[src/rtl/serial_add_pkg.sv]
// Shared types and constants for the nibble-serial adder sequencer.
package serial_add_pkg;

  localparam int unsigned NIB = 4;

  typedef enum logic [1:0] {
    IDLE,
    RUN,
    DONE
  } state_t;

endpackage

[src/rtl/serial_add_seq_mfadd.sv]
// 4-bit ripple-carry adder; the single shared datapath stage of the sequencer.
module mfadd
  import serial_add_pkg::*;
(
  input  logic [NIB-1:0] a,
  input  logic [NIB-1:0] b,
  input  logic           ci,
  output logic [NIB-1:0] s,
  output logic           c0
);

  // Ripple the carry bit by bit through the nibble.
  always_comb begin : ripple
    logic c;
    c  = ci;
    s  = '0;
    for (int i = 0; i < NIB; i++) begin
      s[i] = a[i] ^ b[i] ^ c;
      c    = (a[i] & b[i]) | (c & (a[i] ^ b[i]));
    end
    c0 = c;
  end

endmodule

[src/rtl/serial_add_seq.sv]
// Nibble-serial WIDTH-bit adder: time-shares one 4-bit adder, LSB nibble first,
// with valid/ready handshakes on both the operand and the result side.
module serial_add_seq #(
  parameter int unsigned WIDTH = 16
) (
  input  logic             clk,
  input  logic             rst,
  input  logic             in_valid,
  output logic             in_ready,
  input  logic [WIDTH-1:0] a,
  input  logic [WIDTH-1:0] b,
  input  logic             ci,
  output logic             out_valid,
  input  logic             out_ready,
  output logic [WIDTH-1:0] s,
  output logic             c0
);
  import serial_add_pkg::*;

  localparam int unsigned NSTEP = WIDTH / NIB;
  localparam int unsigned CW    = (NSTEP > 1) ? $clog2(NSTEP) : 1;

  if ((WIDTH % NIB) != 0 || WIDTH < 8) begin : g_width_check
    $error("serial_add_seq: WIDTH must be a multiple of 4 and at least 8");
  end

  state_t               state;
  logic [WIDTH-1:0]     a_sh;
  logic [WIDTH-1:0]     b_sh;
  logic [WIDTH-NIB-1:0] sum_sh;   // nibbles already produced, newest at the top
  logic                 carry;
  logic [CW-1:0]        count;
  logic [NIB-1:0]       add_s;
  logic                 add_c;
  logic [WIDTH-1:0]     sum_nx;

  mfadd u_mfadd (
    .a  (a_sh[NIB-1:0]),
    .b  (b_sh[NIB-1:0]),
    .ci (carry),
    .s  (add_s),
    .c0 (add_c)
  );

  // Partial sum including the nibble the adder is producing this cycle.
  assign sum_nx = {add_s, sum_sh};

  // Sequencer FSM with registered handshake and result outputs.
  always_ff @(posedge clk) begin
    if (rst) begin
      state     <= IDLE;
      in_ready  <= 1'b1;
      out_valid <= 1'b0;
      s         <= '0;
      c0        <= 1'b0;
      carry     <= 1'b0;
      count     <= '0;
      a_sh      <= '0;
      b_sh      <= '0;
      sum_sh    <= '0;
    end else begin
      case (state)
        IDLE: begin
          if (in_valid) begin
            a_sh     <= a;
            b_sh     <= b;
            carry    <= ci;
            count    <= '0;
            in_ready <= 1'b0;
            state    <= RUN;
          end
        end
        RUN: begin
          carry  <= add_c;
          sum_sh <= sum_nx[WIDTH-1:NIB];
          a_sh   <= a_sh >> NIB;
          b_sh   <= b_sh >> NIB;
          if (count == CW'(NSTEP - 1)) begin
            s         <= sum_nx;
            c0        <= add_c;
            out_valid <= 1'b1;
            state     <= DONE;
          end else begin
            count <= count + CW'(1);
          end
        end
        DONE: begin
          if (out_ready) begin
            out_valid <= 1'b0;
            in_ready  <= 1'b1;
            state     <= IDLE;
          end
        end
        default: begin
          in_ready  <= 1'b1;
          out_valid <= 1'b0;
          state     <= IDLE;
        end
      endcase
    end
  end

endmodule

[config.mk]
export PLATFORM = sky130hd
export DESIGN_NAME = serial_add_seq
export DESIGN_NICKNAME = d
export VERILOG_FILES = /design/src/rtl/serial_add_pkg.sv /design/src/rtl/serial_add_seq_mfadd.sv /design/src/rtl/serial_add_seq.sv
export SDC_FILE = /design/constraint.sdc
export NUM_CORES = 1
export LEC_CHECK = 0
export BUFFER_PORTS_ARGS = -buffer_cell sky130_fd_sc_hd__clkbuf_2
export CORE_MARGIN = 2
export CORE_UTILIZATION = 52
export CTS_CLUSTER_DIAMETER = 150
export DETAILED_ROUTE_END_ITERATION = 12
export GPL_TIMING_DRIVEN = 0
export PLACE_DENSITY = 0.76
export SLEW_MARGIN = 20
export SYNTH_ARGS = -nofsm -noshare
export SYNTH_HDL_FRONTEND = slang
export SYNTH_SLANG_ARGS = --single-unit
[constraint.sdc]
create_clock -name clk -period 2.76 [get_ports clk]
set_clock_uncertainty 0.2 [all_clocks]
set_input_delay 0.414 -clock clk [delete_from_list [all_inputs] [get_ports clk]]
set_output_delay 0.414 -clock clk [all_outputs]
set_load 0.01 [all_outputs]
==> results list <==
- The flow ran to the end, and the final reports show no timing, DRC or antenna violations.
* Cell Area, Synth: 0.00276 mm²
- Fraction of the yosys area taken by sequential cells: 0.493
* Crit-path max cell delay: 0.45 ns
- Worst min path class: input pin to flop
- Setup violations remaining at the end of the flow were counted as 0.
* Slew at the pin with the worst max-slew slack: 0.633 ns
* Family of cells with the greatest summed delay on the critical path: adder cells
* Power density over cell area: 665 mW/mm²
* Total net switching power: 0.556 mW
- Overall via count from detail_route: 2454
- The placed instances occupy a cell area of 0.00312 mm².
- Most common library cell in the layout ignoring fill and taps: sky130_fd_sc_hd__nand2_1
* NumNets Final: 431
- Clock input transition at the sequential cells of the worst setup and hold paths: 0.07 ns
* Post-Synth Simple-Gate Area: 0.176
- Number of endpoints with negative hold slack in the final report: 0
- Syn Nets: 366
- Proportion of layout cells with a drive suffix above 1: 0.236
- Initial Util: 0.540
- The slowest stage of the critical path is the sky130_fd_sc_hd__fa_1 cell.
- For flop-to-flop paths, the worst setup slack is 0.34 ns.
* Post-layout instance area: 0.00334 mm²
- Floorplan die area: 0.00591 mm²
- Of the total power, the clock network draws 0.409.
* Share of synthesized cell area in full adder, half adder and majority cells: 0.0335
* Arrival time at the worst endpoint: 2.47 ns
- Type of the worst setup path: flop to flop
* CTS Hold Bufs: 0
- Of the total power, registers draw 0.479.
* Dominant combinational cell family by area after synthesis: compound AO/OA/AOI/OAI gates
- Wire length of the first global-routing pass: 10.6 mm
* Synthesized-area fraction occupied by ao, oa, aoi and oai cells: 0.234
- In this run the core area contains 26 standard-cell rows.
- In this design, the critical path's most frequently occurring cell is sky130_fd_sc_hd__fa_1.
* Overflow after GRT: 0
* Cell count after synthesis: 324
- Entering global routing, the biggest net connects 13 pins.
- Count of filler cells inserted in the layout: 470
* Sequential Area: 0.00136 mm²
- The H-tree generated during clock tree synthesis spans 3 levels.
* DRC errors left: 0
- Compared with the post-synthesis result, the final layout area differs by 21.1%.
* Cell-internal power: 1.67 mW
- In the final layout, the multi-input gates occupy 0.00122 mm².
- Hold timing on the final database bottoms out at a slack of 0.107 ns.
- Counting flops with a built-in enable in the synthesized netlist gives 0.
* Post-synthesis xor/xnor area fraction: 0
- Antenna violations before repair: 0
- RSZ-0062 raised after global routing: false
- Walking the worst path, the cells encountered are fa_1, inv_1, fa_1, inv_1, fa_1, inv_1, fa_1, a211oi_1.
- After layout, the design draws a total of 2.22 mW.
* Die span in x: 76.9 µm
- The worst setup path is launched from a flop.
- Clock latency on the worst-skew pair, taken at its later pin, is 0.33 ns.
- After detailed routing, the total wire length is 6.33 mm.
* Most frequent cells in the layout: sky130_fd_sc_hd__nand2_1 (72), sky130_fd_sc_hd__dfxtp_1 (68), sky130_fd_sc_hd__a21oi_1 (54), sky130_fd_sc_hd__clkbuf_2 (54), sky130_fd_sc_hd__nor2_1 (36)
- Clock tree synthesis found a total of 68 sinks.
* Setup fix buffers added after clock tree synthesis: 0
- Max-cap violations: 0
* TritonRoute pass-1 iters: 4
- Via density per instance: 5.29
- Critical Path RT: 2.80 ns
* Overall Global Routing Usage: 0.224
* Pre-CTS setup slack: 0.338 ns
* Share of synthesized area spent on multiplexers: 0
* Remaining antenna violation count: 0
- Via count of the first global-routing pass: 2286
- The congestion estimate from routability-driven global placement came to 0.777.
* Average cell area after synthesis: 8.52 µm²
- The number of antenna diodes in the final layout is 0.
* Synth Warn #: 0
* Worst Slack Setup Final: 0.337 ns
- Excluding fillers, the count of instances in the completed layout stands at 464.
- For this run, asynchronously set or reset flops after synthesis account for 0.
* Worst-case vdd ir drop: 334 µV
* Max-slew headroom at the worst pin: 0.576
* Share of power burned in combinational logic: 0.111
- The detailed router finished its first iteration with 131 violations.
- During placement, the flow inserted port buffers numbering 54.
- Routed wire per std cell: 13.6 µm
- Measured on the finished design, the core utilization comes to 0.655.
* Leak Pwr: 1.38 nW
- TritonCTS built the clock tree.
* Dpl hpwl: 4.61 mm
- The die is 76.9 µm tall.
- Top achievable clock speed: 413 MHz
- Switching part of the total: 0.250
- Once placement completed, the tool counted placed cells totaling 448.
- The worst setup path is captured at a flop.
- Critical path peak fanout: 2
- Setup Total Neg Slack: 0 ns
- In the synthesized netlist the dominant register cell turns out to be sky130_fd_sc_hd__dfxtp_1.
- Counting the buffers created by CTS gives 9.
* Cell chosen for the clock root: sky130_fd_sc_hd__clkbuf_8
* Count of buffering cells on the critical path with inverters included: 3
* Synthesis-stage register bit count: 68
- For this design the top-level I/O count stands at 56.
- The floorplan step defined a core boundary enclosing 0.00511 mm².
* Max-slew violation total from the final report: 0
* Unique masters post-synth: 30
- Deepest clock path buffer count: 2
* Post-cts resize count: 0
- For the finished layout, the period the worst path requires is 2.42 ns.
* Period utilisation layout: 0.878
registers in the layout, summed over array words and instances, names as in the netlist:
name,flops
a_sh,16
b_sh,16
c0,1
carry,1
count,2
in_ready,1
out_valid,1
s,16
state,2
sum_sh,12
final cells by class:
cell class	count	area share
Clock buffer	10	0.0412
Clock inverter	6	0.0262
Timing Repair Buffer	54	0.0808
Tap cell	70	0.0262
Sequential cell	68	0.407
Inverter	7	0.00786
Multi-Input combinational cell	223	0.366
Buffer	26	0.0442
worst paths after layout:
path                         from                       to  depth (start not counted)
min reg2reg     s[4]$_SDFFE_PP0P_        s[4]$_SDFFE_PP0P_                          2
max          a_sh[0]$_SDFFE_PP0P_  sum_sh[11]$_SDFFE_PP0P_                          8
min                          b[5]     b_sh[5]$_SDFFE_PP0P_                          3
max reg2reg  a_sh[0]$_SDFFE_PP0P_  sum_sh[11]$_SDFFE_PP0P_                          8
layer usage:
metal	share of wire	wire length, µm	up-vias	track usage
met5	0	0	-	0
met4	0.012	75	0	0.0982
met3	0.044	281	7	0.0447
met2	0.49	3110	58	0.371
met1	0.45	2860	1155	0.283
li1	-	-	1234	-
cells in the mapped netlist (2+ instances only):
| cell type | n | area (µm²) |
|---|---|---|
| sky130_fd_sc_hd__inv_1 | 7 | 26.3 |
| sky130_fd_sc_hd__a221oi_1 | 3 | 26.3 |
| sky130_fd_sc_hd__a2bb2oi_1 | 2 | 17.5 |
| sky130_fd_sc_hd__dfxtp_1 | 68 | 1360 |
| sky130_fd_sc_hd__nor2_1 | 36 | 135 |
| sky130_fd_sc_hd__a211oi_2 | 2 | 25.0 |
| sky130_fd_sc_hd__clkbuf_1 | 10 | 37.5 |
| sky130_fd_sc_hd__nand3b_1 | 2 | 15.0 |
| sky130_fd_sc_hd__buf_4 | 7 | 52.6 |
| sky130_fd_sc_hd__a21oi_1 | 54 | 270 |
| sky130_fd_sc_hd__o211ai_1 | 2 | 15.0 |
| sky130_fd_sc_hd__nand2b_1 | 2 | 12.5 |
| sky130_fd_sc_hd__nand2_1 | 72 | 270 |
| sky130_fd_sc_hd__fa_1 | 4 | 80.1 |
| sky130_fd_sc_hd__a211oi_1 | 24 | 180 |
| sky130_fd_sc_hd__buf_6 | 2 | 22.5 |
| sky130_fd_sc_hd__a22oi_1 | 8 | 60.1 |
| sky130_fd_sc_hd__buf_2 | 7 | 35.0 |
cells by family after synthesis:
kind of cell               after synthesis
AOI/OAI and AO/OA                       99
adders and majority gates                5
DFF                                     68
and+or+nand+nor                        119
buffers and inverters                   33
tightest hold or removal path, cell delays in order:
cell,delay [ns]
sky130_fd_sc_hd__clkbuf_2,0.08
sky130_fd_sc_hd__nand2_1,0.04
sky130_fd_sc_hd__a211oi_1,0.05
power groups by stage:
stage / Clock (mW) / Sequential (mW) / Combinational [mW]
after floorplan: 0 / 1.08 / 0.169
after detailed placement: 0 / 1.09 / 0.246
after CTS: 0.919 / 1.06 / 0.249
after global routing: 0.964 / 1.07 / 0.278
after global placement: 0 / 1.08 / 0.238
final: 0.910 / 1.06 / 0.248
Power figures use the tool's default switching activity.
